### config.mk
export PLATFORM = sky130hd
export DESIGN_NAME = warp_issue_scheduler_flat
export DESIGN_NICKNAME = d
export VERILOG_FILES = /design/src/rtl/warp_issue_scheduler_pkg.sv /design/src/rtl/warp_issue_scheduler_if.sv /design/src/rtl/warp_issue_scheduler_rr_select.sv /design/src/rtl/warp_issue_scheduler.sv /design/src/flat_wrapper.sv
export SDC_FILE = /design/constraint.sdc
export NUM_CORES = 1
export LEC_CHECK = 0
export CAP_MARGIN = 20
export CORE_ASPECT_RATIO = 0.75
export CORE_MARGIN = 8
export CORE_UTILIZATION = 49
export CTS_BUF_LIST = sky130_fd_sc_hd__clkbuf_8
export DETAILED_ROUTE_END_ITERATION = 10
export PLACE_DENSITY = 0.91
export SETUP_SLACK_MARGIN = 0.5
export SYNTH_ARGS = -nofsm -noshare
export SYNTH_HDL_FRONTEND = slang
export SYNTH_SLANG_ARGS = --single-unit
export TNS_END_PERCENT = 50
### constraint.sdc
create_clock -name clk -period 3.1 [get_ports clk]
set_input_delay 0.62 -clock clk [delete_from_list [all_inputs] [get_ports clk]]
set_output_delay 0.62 -clock clk [all_outputs]
set_load 0.01 [all_outputs]
### src/rtl/warp_issue_scheduler_pkg.sv
// warp_issue_scheduler_pkg
// Shared sizing constants and types for the per-SM warp issue scheduler.
//   NUM_WARPS_PER_SM : default number of warps arbitrated per SM
//   WARP_ID_WIDTH    : width of a binary warp id
//   warp_mask_t      : one bit per warp
//   warp_id_t        : binary warp id
package warp_issue_scheduler_pkg;

  localparam int NUM_WARPS_PER_SM = 4;
  localparam int WARP_ID_WIDTH    = $clog2(NUM_WARPS_PER_SM);

  typedef logic [NUM_WARPS_PER_SM-1:0] warp_mask_t;
  typedef logic [WARP_ID_WIDTH-1:0]    warp_id_t;

endpackage

### src/rtl/warp_issue_scheduler_if.sv
// warp_issue_scheduler_if
// Valid/ready issue channel between the warp scheduler and the decode stage.
//   issue_valid   : a selected warp is presented
//   issue_ready   : decode accepts the presented warp
//   issue_warp_id : binary id of the presented warp
//   issue_warp_oh : one-hot of the presented warp, zero when idle
// Modports: master = scheduler side, slave = decode side.
interface warp_issue_scheduler_if
  import warp_issue_scheduler_pkg::*;
#(
  parameter int NUM_WARPS = NUM_WARPS_PER_SM
);

  localparam int ID_W = (NUM_WARPS > 1) ? $clog2(NUM_WARPS) : 1;

  logic                 issue_valid;
  logic                 issue_ready;
  logic [ID_W-1:0]      issue_warp_id;
  logic [NUM_WARPS-1:0] issue_warp_oh;

  modport master (
    output issue_valid,
    output issue_warp_id,
    output issue_warp_oh,
    input  issue_ready
  );

  modport slave (
    input  issue_valid,
    input  issue_warp_id,
    input  issue_warp_oh,
    output issue_ready
  );

endinterface

### src/rtl/warp_issue_scheduler_rr_select.sv
// warp_rr_select
// Purely combinational rotating round-robin picker.
//   eligible  : request mask, one bit per warp
//   last_oh   : one-hot of the most recently fired warp; search starts just after it
//   grant_oh  : one-hot of the chosen warp, zero when nothing is eligible
//   grant_id  : binary id of the chosen warp, zero when nothing is eligible
//   any_grant : at least one warp is eligible
module warp_rr_select
  import warp_issue_scheduler_pkg::*;
#(
  parameter int NUM_WARPS = NUM_WARPS_PER_SM
) (
  input  logic [NUM_WARPS-1:0] eligible,
  input  logic [NUM_WARPS-1:0] last_oh,
  output logic [NUM_WARPS-1:0] grant_oh,
  output logic [((NUM_WARPS > 1) ? $clog2(NUM_WARPS) : 1)-1:0] grant_id,
  output logic                 any_grant
);

  localparam int ID_W = (NUM_WARPS > 1) ? $clog2(NUM_WARPS) : 1;

  logic [2*NUM_WARPS-1:0] doubled;
  logic [NUM_WARPS-1:0]   rotated;
  int                     last_idx;
  int                     offset;
  int                     sel;

  // Duplicating the request vector lets the wrap-around search become a
  // plain window starting at last_idx+1; the first set bit in that window
  // is the winner, and its offset is mapped back to an absolute warp id.
  always_comb begin
    last_idx  = 0;
    offset    = 0;
    sel       = 0;
    any_grant = 1'b0;
    grant_oh  = '0;
    grant_id  = '0;
    doubled   = {eligible, eligible};
    rotated   = '0;

    for (int i = 0; i < NUM_WARPS; i++) begin
      if (last_oh[i]) last_idx = i;
    end

    for (int i = 0; i < NUM_WARPS; i++) begin
      rotated[i] = doubled[last_idx + 1 + i];
    end

    for (int i = 0; i < NUM_WARPS; i++) begin
      if (!any_grant && rotated[i]) begin
        any_grant = 1'b1;
        offset    = i;
      end
    end

    sel = last_idx + 1 + offset;
    if (sel >= NUM_WARPS) sel = sel - NUM_WARPS;

    if (any_grant) begin
      grant_oh[sel] = 1'b1;
      grant_id      = ID_W'(sel);
    end
  end

endmodule

### src/rtl/warp_issue_scheduler.sv
// warp_issue_scheduler
// Per-SM warp scheduler: picks one eligible warp per cycle with rotating
// round-robin priority and presents it to decode over a valid/ready channel.
// Ports:
//   clk, reset         : clock, asynchronous active-low reset
//   warp_active        : per-warp launch mask
//   ibuf_valid         : per-warp instruction-buffer head present
//   ibuf_long          : per-warp head is long-latency (memory/SFU)
//   ibuf_barrier       : per-warp head is a barrier
//   issue (master)     : issue_valid/issue_ready/issue_warp_id/issue_warp_oh
//   ibuf_pop           : one-hot pop to the instruction buffers on fire
//   wb_valid/wb_warp_id: long-latency completion for a warp
//   sched_idle         : no active warp, no pending op, nothing presented
// Build option: define WARP_ISSUE_SCHEDULER_BARRIER_EN to park warps at
// barriers until every active warp has arrived; otherwise barriers issue as
// ordinary instructions.
module warp_issue_scheduler
  import warp_issue_scheduler_pkg::*;
#(
  parameter int NUM_WARPS   = NUM_WARPS_PER_SM,
  parameter int MAX_PENDING = 3
) (
  input  logic                 clk,
  input  logic                 reset,
  input  logic [NUM_WARPS-1:0] warp_active,
  input  logic [NUM_WARPS-1:0] ibuf_valid,
  input  logic [NUM_WARPS-1:0] ibuf_long,
  input  logic [NUM_WARPS-1:0] ibuf_barrier,
  warp_issue_scheduler_if.master issue,
  output logic [NUM_WARPS-1:0] ibuf_pop,
  input  logic                 wb_valid,
  input  logic [((NUM_WARPS > 1) ? $clog2(NUM_WARPS) : 1)-1:0] wb_warp_id,
  output logic                 sched_idle
);

  localparam int ID_W   = (NUM_WARPS > 1) ? $clog2(NUM_WARPS) : 1;
  localparam int PEND_W = $clog2(MAX_PENDING + 1);
  localparam logic [NUM_WARPS-1:0] LAST_OH_RESET = NUM_WARPS'(1) << (NUM_WARPS - 1);

  logic                 fire;
  logic [NUM_WARPS-1:0] fire_oh;
  logic [NUM_WARPS-1:0] held_oh;
  logic [NUM_WARPS-1:0] eligible;
  logic [NUM_WARPS-1:0] grant_oh;
  logic [ID_W-1:0]      grant_id;
  logic                 any_grant;
  logic [NUM_WARPS-1:0] last_oh;
  logic [NUM_WARPS-1:0] at_bar;
  logic [NUM_WARPS-1:0] pend_ok;
  logic [NUM_WARPS-1:0] pend_inc;
  logic [NUM_WARPS-1:0] pend_dec;
  logic [NUM_WARPS-1:0] pend_underflow;
  logic                 any_pending;
  logic [PEND_W-1:0]    pending [NUM_WARPS];

  assign fire     = issue.issue_valid & issue.issue_ready;
  assign fire_oh  = issue.issue_warp_oh & {NUM_WARPS{fire}};
  assign held_oh  = issue.issue_warp_oh & {NUM_WARPS{issue.issue_valid & ~issue.issue_ready}};
  assign ibuf_pop = fire_oh;

  // Per-warp bookkeeping terms: credit check, increment on a long-latency
  // fire, decrement on writeback, and a zero-pending writeback detector.
  always_comb begin
    pend_ok        = '0;
    pend_inc       = '0;
    pend_dec       = '0;
    pend_underflow = '0;
    any_pending    = 1'b0;
    for (int w = 0; w < NUM_WARPS; w++) begin
      pend_ok[w]        = (pending[w] < PEND_W'(MAX_PENDING));
      pend_inc[w]       = fire_oh[w] & ibuf_long[w];
      pend_dec[w]       = wb_valid & (wb_warp_id == ID_W'(w));
      pend_underflow[w] = pend_dec[w] & ~pend_inc[w] & (pending[w] == '0);
      if (pending[w] != '0) any_pending = 1'b1;
    end
  end

  // A warp sitting in the output register (held or firing) is kept out of
  // the search so the next slot can go to somebody else.
  assign eligible = warp_active & ibuf_valid & pend_ok & ~at_bar & ~held_oh & ~fire_oh;

  assign sched_idle = ~(|warp_active) & ~any_pending & ~issue.issue_valid;

  warp_rr_select #(
    .NUM_WARPS (NUM_WARPS)
  ) u_select (
    .eligible  (eligible),
    .last_oh   (last_oh),
    .grant_oh  (grant_oh),
    .grant_id  (grant_id),
    .any_grant (any_grant)
  );

  // Output register: reloads whenever it is empty or being accepted, and is
  // frozen while decode back-pressures. The id keeps its last value when
  // nothing is presented. Priority pointer moves only on an actual fire.
  always_ff @(posedge clk or negedge reset) begin
    if (!reset) begin
      issue.issue_valid   <= 1'b0;
      issue.issue_warp_id <= '0;
      issue.issue_warp_oh <= '0;
      last_oh             <= LAST_OH_RESET;
    end else begin
      if (fire) last_oh <= issue.issue_warp_oh;
      if (!issue.issue_valid || issue.issue_ready) begin
        if (any_grant) begin
          issue.issue_valid   <= 1'b1;
          issue.issue_warp_oh <= grant_oh;
          issue.issue_warp_id <= grant_id;
        end else begin
          issue.issue_valid   <= 1'b0;
          issue.issue_warp_oh <= '0;
        end
      end
    end
  end

  // Outstanding long-latency counters. A simultaneous increment and
  // decrement cancel; deactivating a warp wipes its count.
  always_ff @(posedge clk or negedge reset) begin
    if (!reset) begin
      for (int w = 0; w < NUM_WARPS; w++) pending[w] <= '0;
    end else begin
      for (int w = 0; w < NUM_WARPS; w++) begin
        if (!warp_active[w]) begin
          pending[w] <= '0;
        end else if (pend_inc[w] && !pend_dec[w] && (pending[w] != PEND_W'(MAX_PENDING))) begin
          pending[w] <= pending[w] + PEND_W'(1);
        end else if (pend_dec[w] && !pend_inc[w] && (pending[w] != '0)) begin
          pending[w] <= pending[w] - PEND_W'(1);
        end
      end
    end
  end

  wb_without_pending: assert property (@(posedge clk) disable iff (!reset) pend_underflow == '0);

`ifdef WARP_ISSUE_SCHEDULER_BARRIER_EN
  logic bar_release;

  // Release once every still-active warp has parked; inactive warps count
  // as arrived so a warp leaving early cannot deadlock the rest.
  assign bar_release = (&(at_bar | ~warp_active)) & (|at_bar);

  // Barrier flags: set on a barrier fire, cleared together on release or
  // individually when the warp is deactivated.
  always_ff @(posedge clk or negedge reset) begin
    if (!reset) begin
      at_bar <= '0;
    end else begin
      for (int w = 0; w < NUM_WARPS; w++) begin
        if (!warp_active[w]) begin
          at_bar[w] <= 1'b0;
        end else if (bar_release) begin
          at_bar[w] <= 1'b0;
        end else if (fire_oh[w] && ibuf_barrier[w]) begin
          at_bar[w] <= 1'b1;
        end
      end
    end
  end
`else
  logic unused_barrier;

  assign at_bar         = '0;
  assign unused_barrier = ^ibuf_barrier;
`endif

endmodule
### src/flat_wrapper.sv
// flat-port wrapper written by rule: the top's interface ports become plain ports
module warp_issue_scheduler_flat import warp_issue_scheduler_pkg::*;
#(
  parameter int NUM_WARPS   = NUM_WARPS_PER_SM,
  parameter int MAX_PENDING = 3
)
  (clk, reset, warp_active, ibuf_valid, ibuf_long, ibuf_barrier, ibuf_pop, wb_valid, wb_warp_id, sched_idle, issue_issue_valid, issue_issue_warp_id, issue_issue_warp_oh, issue_issue_ready);
  warp_issue_scheduler_if #(.NUM_WARPS(NUM_WARPS)) issue_i ();
  input  logic clk;
  input  logic reset;
  input  logic [NUM_WARPS-1:0] warp_active;
  input  logic [NUM_WARPS-1:0] ibuf_valid;
  input  logic [NUM_WARPS-1:0] ibuf_long;
  input  logic [NUM_WARPS-1:0] ibuf_barrier;
  output logic [NUM_WARPS-1:0] ibuf_pop;
  input  logic wb_valid;
  input  logic [((NUM_WARPS > 1) ? $clog2(NUM_WARPS) : 1)-1:0] wb_warp_id;
  output logic sched_idle;
  output wire logic [$bits(issue_i.issue_valid)-1:0] issue_issue_valid;
  output wire logic [$bits(issue_i.issue_warp_id)-1:0] issue_issue_warp_id;
  output wire logic [$bits(issue_i.issue_warp_oh)-1:0] issue_issue_warp_oh;
  input wire logic [$bits(issue_i.issue_ready)-1:0] issue_issue_ready;
  assign issue_issue_valid = issue_i.issue_valid;
  assign issue_issue_warp_id = issue_i.issue_warp_id;
  assign issue_issue_warp_oh = issue_i.issue_warp_oh;
  assign issue_i.issue_ready = issue_issue_ready;
  warp_issue_scheduler #(.NUM_WARPS(NUM_WARPS), .MAX_PENDING(MAX_PENDING)) u_core (.clk(clk), .reset(reset), .warp_active(warp_active), .ibuf_valid(ibuf_valid), .ibuf_long(ibuf_long), .ibuf_barrier(ibuf_barrier), .issue(issue_i), .ibuf_pop(ibuf_pop), .wb_valid(wb_valid), .wb_warp_id(wb_warp_id), .sched_idle(sched_idle));
endmodule
==> summary.txt, run 1 <==
Setup path
  • Critical path startpoint category: input port
  • Flop2flop setup slack: about 380 ps
  • R2R Path Start: u_core.last_oh[3]
  • Terminus of the critical flop-to-flop path: u_core.issue.issue_warp_oh[0]
  • WS Path Type: input port to flop
  • WP data required: about 3300 ps
  • Crit path max fanout: 5
  • Cell count of the worst reg-to-reg path: 11
  • Critical Path AT: roughly 2900 ps
  • CP endpoint kind: flop

Route
  • Initial DRC count: between 70 and 80
  • Routed Antenna Nets: 0
  • Final WL: roughly 3500 microns
  • # DRC: 0
  • Drt wl/cell: 17.3 microns
  • 1st-pass router iterations: 4
  • Total number of vias: roughly 1200
  • Vias per cell: around 6.0

Die
  • CORE AREA: roughly 0.0023 sq mm
  • Site Rows: 15
  • Initial Util: a little over half
  • Total Die Area: about 0.0044 sq mm
  • # IOs: 34
  • Die W: around 74 microns
  • Vert. Die Dim: between 50 and 60 microns

Finish
  • Number of nets in the layout: approximately 190
  • Fillers: 170
  • Multi-input gate area: about 860 sq um
  • Fraction of layout cells with a size suffix above 1: 22.9%
  • Area growth syn-to-layout: 42.4%
  • Sequential cell area: 453 sq um
  • Inserted Diodes: 0
  • Post-layout util: 75.6%
  • Final Non-Filler Cells: 200

Global routing
  • First-pass GRT wire length: around 5800 microns
  • GRT Total Usage: between 10% and 20%
  • Largest net degree at the start of global routing: 19
  • Initial antenna violation count: 0
  • Vias in the first global route: 1196
  • Total grt overflow: 0

Clocking
  • TritonCTS buffer count: 3
  • CTS tree: done
  • Deepest clock path buffer count: 2
  • Worst-path clk slew: about 70 ps
  • Clock Sinks: 18
  • Clock Latency Late Sink: between 200 and 300 ps
  • H-tree Lvls: 1
  • CTS root buf: clkbuf_8

Timing
  • Slew headroom: 42.3%
  • Endpoints failing hold: 0
  • Max Slew Vio Count: 0
  • Final setup skew: 1.46 ps
  • Worst slew pin tran: approximately 860 ps
  • Final setup vio count: 0
  • Tcrit/Tclk final: between 80% and 90%
  • TNS Setup: 0 ps
  • RSZ-0062 raised after global routing: true
  • Period minus WS final: between 2000 and 3000 ps
  • Achievable frequency: roughly 370 MHz

Min path
  • Hold Path Depth: 1
  • Min-delay worst type: flop to flop
  • HP Start: u_core.issue.issue_warp_id[1]
  • Worst hold endpoint: u_core.issue.issue_warp_id[1]

Yosys
  • Synth Register Bits: 18
  • Syn nets: about 150
  • Top cells by area in the synthesized netlist: dfrtp_1 34%, and3_1 5.5%, a221oi_2 4.8%
  • Mapped cell area: between 0.001 and 0.0015 sq mm
  • Post-synth EDFFs: 0
  • Post-synth top flop: dfrtp_1
  • Mapped Cells: around 130
  • Syn avg cell area: roughly 9.7 sq um
  • Top cell type's share of synthesized area: approximately a third
  • Post-synthesis cell type count: 39
  • Yosys Warn Count: 0
  • Ys async rst share: 100%
  • Synth area leader: dfrtp_1
  • Sequential fraction of the synthesis area: 36.3%

Placement
  • RePlAce Congestion: 0.790
  • Placed Cells: 192
  • Hpwl dp: ~2700 microns
  • I/O Buffers: 29

Pwr
  • PwrDens: 775 mW/mm^2
  • Total chip power: roughly 1400 uW
  • Peak VDD IR: between 0.0007 and 0.0008 V
  • Lkg Pwr: between 0.0008 and 0.0009 uW

Outcome
  • Status: finished, final reports clean

Flow run
  • # Max-Cap Violations: 0
final cells by class:
cell class,instances,area share [%]
tap,34,2.40
timing repair buffer,37,20.1
clock inverter,1,0.212
sequential,18,25.5
clock buffer,3,2.33
multi-input combinational,103,48.6
inverter,4,0.847
layout by cell type, fill, tap and decap left out, types with 2 or more instances in the layout:
cell,count
a32o_1,3
nand2_2,3
nand3_1,3
a221oi_2,2
nand2_1,8
and4b_1,2
dfrtp_1,16
mux2_4,2
dlygate4sd2_1,3
mux4_2,2
nand3b_1,2
a21boi_0,4
buf_4,7
nor3_1,2
o21ai_1,2
inv_2,2
a21oi_1,3
a21o_1,4
a221oi_4,2
a211o_1,4
clkbuf_8,3
o21ai_0,11
and2_1,2
nand2b_1,4
ha_4,2
inv_1,3
and3_1,11
nor2_1,8
clkdlybuf4s50_1,24
cell families (layout without fill, tap and decap cells):
group | after synthesis | count (layout) | synth area share, %
buf+inv | 7 | 45 | 2.71
flops | 18 | 18 | 36.3
compound gates | 41 | 41 | 26.6
mux | 6 | 6 | 7.74
xor+xnor | 1 | 1 | 0.704
fa+ha+maj | 3 | 3 | 3.02
simple gates | 52 | 52 | 22.9
state kept, by name (all words and copies together) (netlist names):
name,count
u_core.issue.issue_valid,1
u_core.issue.issue_warp_id,2
u_core.issue.issue_warp_oh,4
u_core.last_oh,3
u_core.pending,8
critical path, stage by stage:
cell and delay (ps):
clkdlybuf4s50_1 470, nand2_2 120, a221oi_4 50, mux4_2 520, a211oi_2 180, o21a_1 200, ha_4 230, xor2_4 170
nor2_1 60, a32o_1 250
cell usage after synthesis, types with 2 or more instances:
| cell | number |
|---|---|
| a211o_1 | 4 |
| a21boi_0 | 4 |
| a21o_1 | 4 |
| a21oi_1 | 3 |
| a221oi_2 | 4 |
| a32o_1 | 3 |
| and2_1 | 2 |
| and3_1 | 11 |
| and4b_1 | 2 |
| clkbuf_1 | 2 |
| dfrtp_1 | 17 |
| ha_1 | 3 |
| inv_1 | 4 |
| mux2_4 | 2 |
| mux4_2 | 2 |
| nand2_1 | 11 |
| nand2b_1 | 4 |
| nand3_1 | 3 |
| nand3b_1 | 2 |
| nor2_1 | 9 |
| nor3_1 | 2 |
| nor4_1 | 2 |
| o21ai_0 | 11 |
| o21ai_1 | 2 |
worst max path at each step:
stage / cells past startpoint / endpoint / start
final: 10 / u_core.issue.issue_warp_oh[0] / warp_active[0]
after global routing: 11 / u_core.issue.issue_warp_oh[0] / u_core.last_oh[3]
after CTS: 11 / u_core.issue.issue_warp_oh[0] / u_core.last_oh[2]
after detailed placement: 11 / u_core.issue.issue_warp_oh[0] / warp_active[1]
after global placement: 11 / u_core.issue.issue_warp_oh[1] / warp_active[1]
after floorplan: 10 / u_core.issue.issue_warp_oh[0] / u_core.last_oh[1]
layer usage:
layer	wire length (microns)	global-route usage, %	part of all wire [%]
met1	1460	19.7	42
met2	1660	28.9	48
met3	302	6.18	8.7
met4	40	5.67	1.2
met5	0	0	0
where the power goes:
group / switching [uW] / total (uW) / leakage (uW) / internal [uW]
registers: 68.6 / 357 / 0.000233 / 288
clock network: 81.1 / 169 / 0.0000269 / 88.3
logic: 380 / 847 / 0.000547 / 467
metrics by stage:
step	setup WS (ps)	hold slack (ps)	instance area (sq um)
after floorplan	450	324	1280
after global placement	57.9	494	1630
after detailed placement	-65.6	501	1630
after CTS	366	530	1740
after global routing	287	546	1770
final	371	530	1770
repair_timing:
item                       CTS  global route
setup endpoints to repair   11            10
gates cloned                 0             0
buffers inserted             3             1
gates resized for setup     13             8
pin swaps                    1             0
hold buffers                 0             0
Power figures use the tool's default switching activity.
==> run 2, diff against run 1 <==
--- a/config.mk
+++ b/config.mk
@@ -8,10 +8,10 @@
 export CAP_MARGIN = 20
 export CORE_ASPECT_RATIO = 0.75
 export CORE_MARGIN = 8
-export CORE_UTILIZATION = 49
+export CORE_UTILIZATION = 45
 export CTS_BUF_LIST = sky130_fd_sc_hd__clkbuf_8
 export DETAILED_ROUTE_END_ITERATION = 10
-export PLACE_DENSITY = 0.91
+export PLACE_DENSITY = 0.85
 export SETUP_SLACK_MARGIN = 0.5
 export SYNTH_ARGS = -nofsm -noshare
 export SYNTH_HDL_FRONTEND = slang
==> run 2 against run 1 <==
Compared with the run above:
- clock-buffer cell count rose by 1
- combinational power grew 3.8%
- sequential power about the same
- setup slack improved by 59 ps
- fmax is 2.2% higher
- core utilization down 6.3 points
- critical endpoint is now ibuf_pop[1]
- wire length grew 7.3%
- total power up 4.0%
==> summary.txt, run 2 (same netlist as run 1, synthesis figures left out) <==
Placement
  • RePlAce Congestion: 0.814 (+3.0%)
  • I/O Buffers: 29 (unchanged)
  • Hpwl dp: 2720 microns (+1.3%)

Min path
  • Min-delay worst type: flop to flop

Clocking
  • Deepest clock path buffer count: 2 (unchanged)
  • TritonCTS buffer count: 3 (unchanged)
  • CTS tree: done
  • Worst-path clk slew: 70 ps (about the same)
  • Clock Latency Late Sink: 260 ps (about the same)
  • CTS root buf: clkbuf_8
  • H-tree Lvls: 1 (unchanged)
  • Clock Sinks: 18 (unchanged)

Setup path
  • Critical Path AT: 2050 ps (-830 ps)
  • WS Path Type: input port to primary output
  • CP max stage delay: 580 ps (+60 ps)
  • Crit-path cells: clkdlybuf4s50_1 -> and3_2 -> clkdlybuf4s50_1
  • Family with the most delay on the worst path: buffers and inverters
  • CP endpoint kind: primary output
  • WP data required: 2480 ps (-770 ps)
  • Most used cell, CP: clkdlybuf4s50_1
  • Crit path max fanout: 7 (+2)
  • Worst Path Buf+Inv: 2 (+1)
  • Critical path's slowest cell: clkdlybuf4s50_1
  • Critical path startpoint category: input port

Timing
  • RSZ-0062 raised after global routing: true
  • Period minus WS final: 2670 ps (-59.4 ps)
  • Achievable frequency: 375 MHz (+2.2%)
  • Max Slew Vio Count: 0 (unchanged)
  • Tcrit/Tclk final: 86.1% (-1.9 points)
  • Final setup skew: 5.11 ps (+3.65 ps)
  • Final setup vio count: 0 (unchanged)
  • Slew headroom: 42.2% (-0.089 points)
  • Worst slew pin tran: 864 ps (+1.34 ps)
  • Endpoints failing hold: 0 (unchanged)

Finish
  • Number of flip-flops in the largest register: 8 (unchanged)
  • Reg with most FFs: u_core.pending
  • Number of nets in the layout: 202 (+5.2%)
  • Area growth syn-to-layout: 46.0%
  • Most frequent cells in the layout: 21 x clkdlybuf4s50_1, 18 x buf_4, 16 x dfrtp_1, 11 x o21ai_0
  • Fraction of layout cells with a size suffix above 1: 26.7% (+3.8 points)
  • Largest regs: u_core.pending x8, u_core.issue.issue_warp_oh x4, u_core.last_oh x3
  • Commonest non-fill, non-tap cell in the layout: clkdlybuf4s50_1
  • Inserted Diodes: 0 (unchanged)
  • Post-layout util: 69.3% (-6.3 points)

Global routing
  • GRT Total Usage: 15.9% (-1.3 points)
  • Initial antenna violation count: 0 (unchanged)
  • Largest net degree at the start of global routing: 19 (unchanged)
  • Vias in the first global route: 1207 (+0.92%)
  • Total grt overflow: 0 (unchanged)
  • First-pass GRT wire length: 5950 microns (+3.4%)

Die
  • Initial Util: 47.5% (-5.6 points)
  • Die W: 76.7 microns (+3.4%)
  • Vert. Die Dim: 61.6 microns (+3.2%)
  • CORE AREA: 0.00262 sq mm (+12%)
  • Site Rows: 16 (+1)
  • Total Die Area: 0.00472 sq mm (+6.7%)
  • # IOs: 34 (unchanged)

Route
  • Drt wl/cell: 17.5 microns (+1.2%)
  • Vias per cell: 5.86 (-2.8%)
  • Routed Antenna Nets: 0 (unchanged)
  • # DRC: 0 (unchanged)
  • Final WL: 3720 microns (+7.3%)
  • 1st-pass router iterations: 4 (unchanged)
  • Total number of vias: 1242 (+3.1%)
  • Initial DRC count: 64 (-14%)

Pwr
  • PwrDens: 786 mW/mm^2 (+1.4%)
  • Lkg Pwr: 0.000849 uW (+5.2%)
  • Total chip power: 1430 uW (+4.0%)
  • Peak VDD IR: 0.000762 V (+7.3%)

Flow run
  • # Max-Cap Violations: 0 (unchanged)

Outcome
  • Status: finished, final reports clean
==> run 2: what timing repair did <==
item / in CTS / in global routing
pin swaps: 11 / 9
resized for setup: 18 / 0
setup endpoints to repair: 11 / 9
buffers inserted: 11 / 1
hold buffers: 0 / 0
==> run 2: per-layer routing <==
| metal | GRT usage [%] | vias to the layer above | wire length [microns] |
|---|---|---|---|
| li1 | - | 586 | - |
| met2 | 28.6 | 51 | 1800 |
| met4 | 4.09 | 0 | 31 |
| met5 | 0 | - | 0 |
| met3 | 5.10 | 4 | 232 |
| met1 | 18.1 | 601 | 1650 |
==> run 2: final cells by class <==
type / count / area, sq um
multi-input cells: 103 / 835
fillers: 189 / 805
flip-flops and latches: 18 / 453
repair buffers: 47 / 415
clock buffers: 4 / 55.1
well taps: 36 / 45.0
inverters: 4 / 15.0
==> run 2: through the flow <==
stage / instance area, sq um / instances / TNS, ps / hold WS, ps / setup WS [ps]
2_1_floorplan: 1280 / 128 / 0 / 324 / 450
3_3_place_gp: 1650 / 196 / 0 / 496 / 42.2
3_5_place_dp: 1650 / 196 / -9.56 / 507 / -9.56
4_1_cts: 1810 / 211 / 0 / 535 / 412
5_1_grt: 1820 / 212 / 0 / 556 / 318
6_report: 1820 / 212 / 0 / 531 / 430
==> run 2: power breakdown <==
group | total [uW] | switching [uW] | internal, uW
logic | 879 | 395 | 484
clock network | 195 | 82.2 | 113
registers | 354 | 65.0 | 289
total | 1430 | 543 | 886
==> run 2: path summary, 6_finish.rpt <==
check	startpoint	end	slack, ps	cells past startpoint
max in group asynchronous	reset	u_core.last_oh[1]	1660	1
max reg2reg	u_core.last_oh[2]	u_core.issue.issue_warp_oh[0]	460	11
min in group asynchronous	reset	u_core.last_oh[2]	850	1
min reg2reg	u_core.issue.issue_warp_id[1]	u_core.issue.issue_warp_id[1]	530	1
min	u_core.issue.issue_warp_id[1]	u_core.issue.issue_warp_id[1]	530	1
max	issue_issue_ready	ibuf_pop[1]	430	3
==> run 2: worst reg2reg max path, cell delays in order, from the launching register on <==
cell	delay (ps)
dfrtp_1	420
inv_2	80
a21oi_4	160
inv_2	60
ha_4	290
mux4_2	520
a211oi_2	150
o21a_1	190
ha_4	230
xor2_4	180
nor2_1	60
a32o_1	210
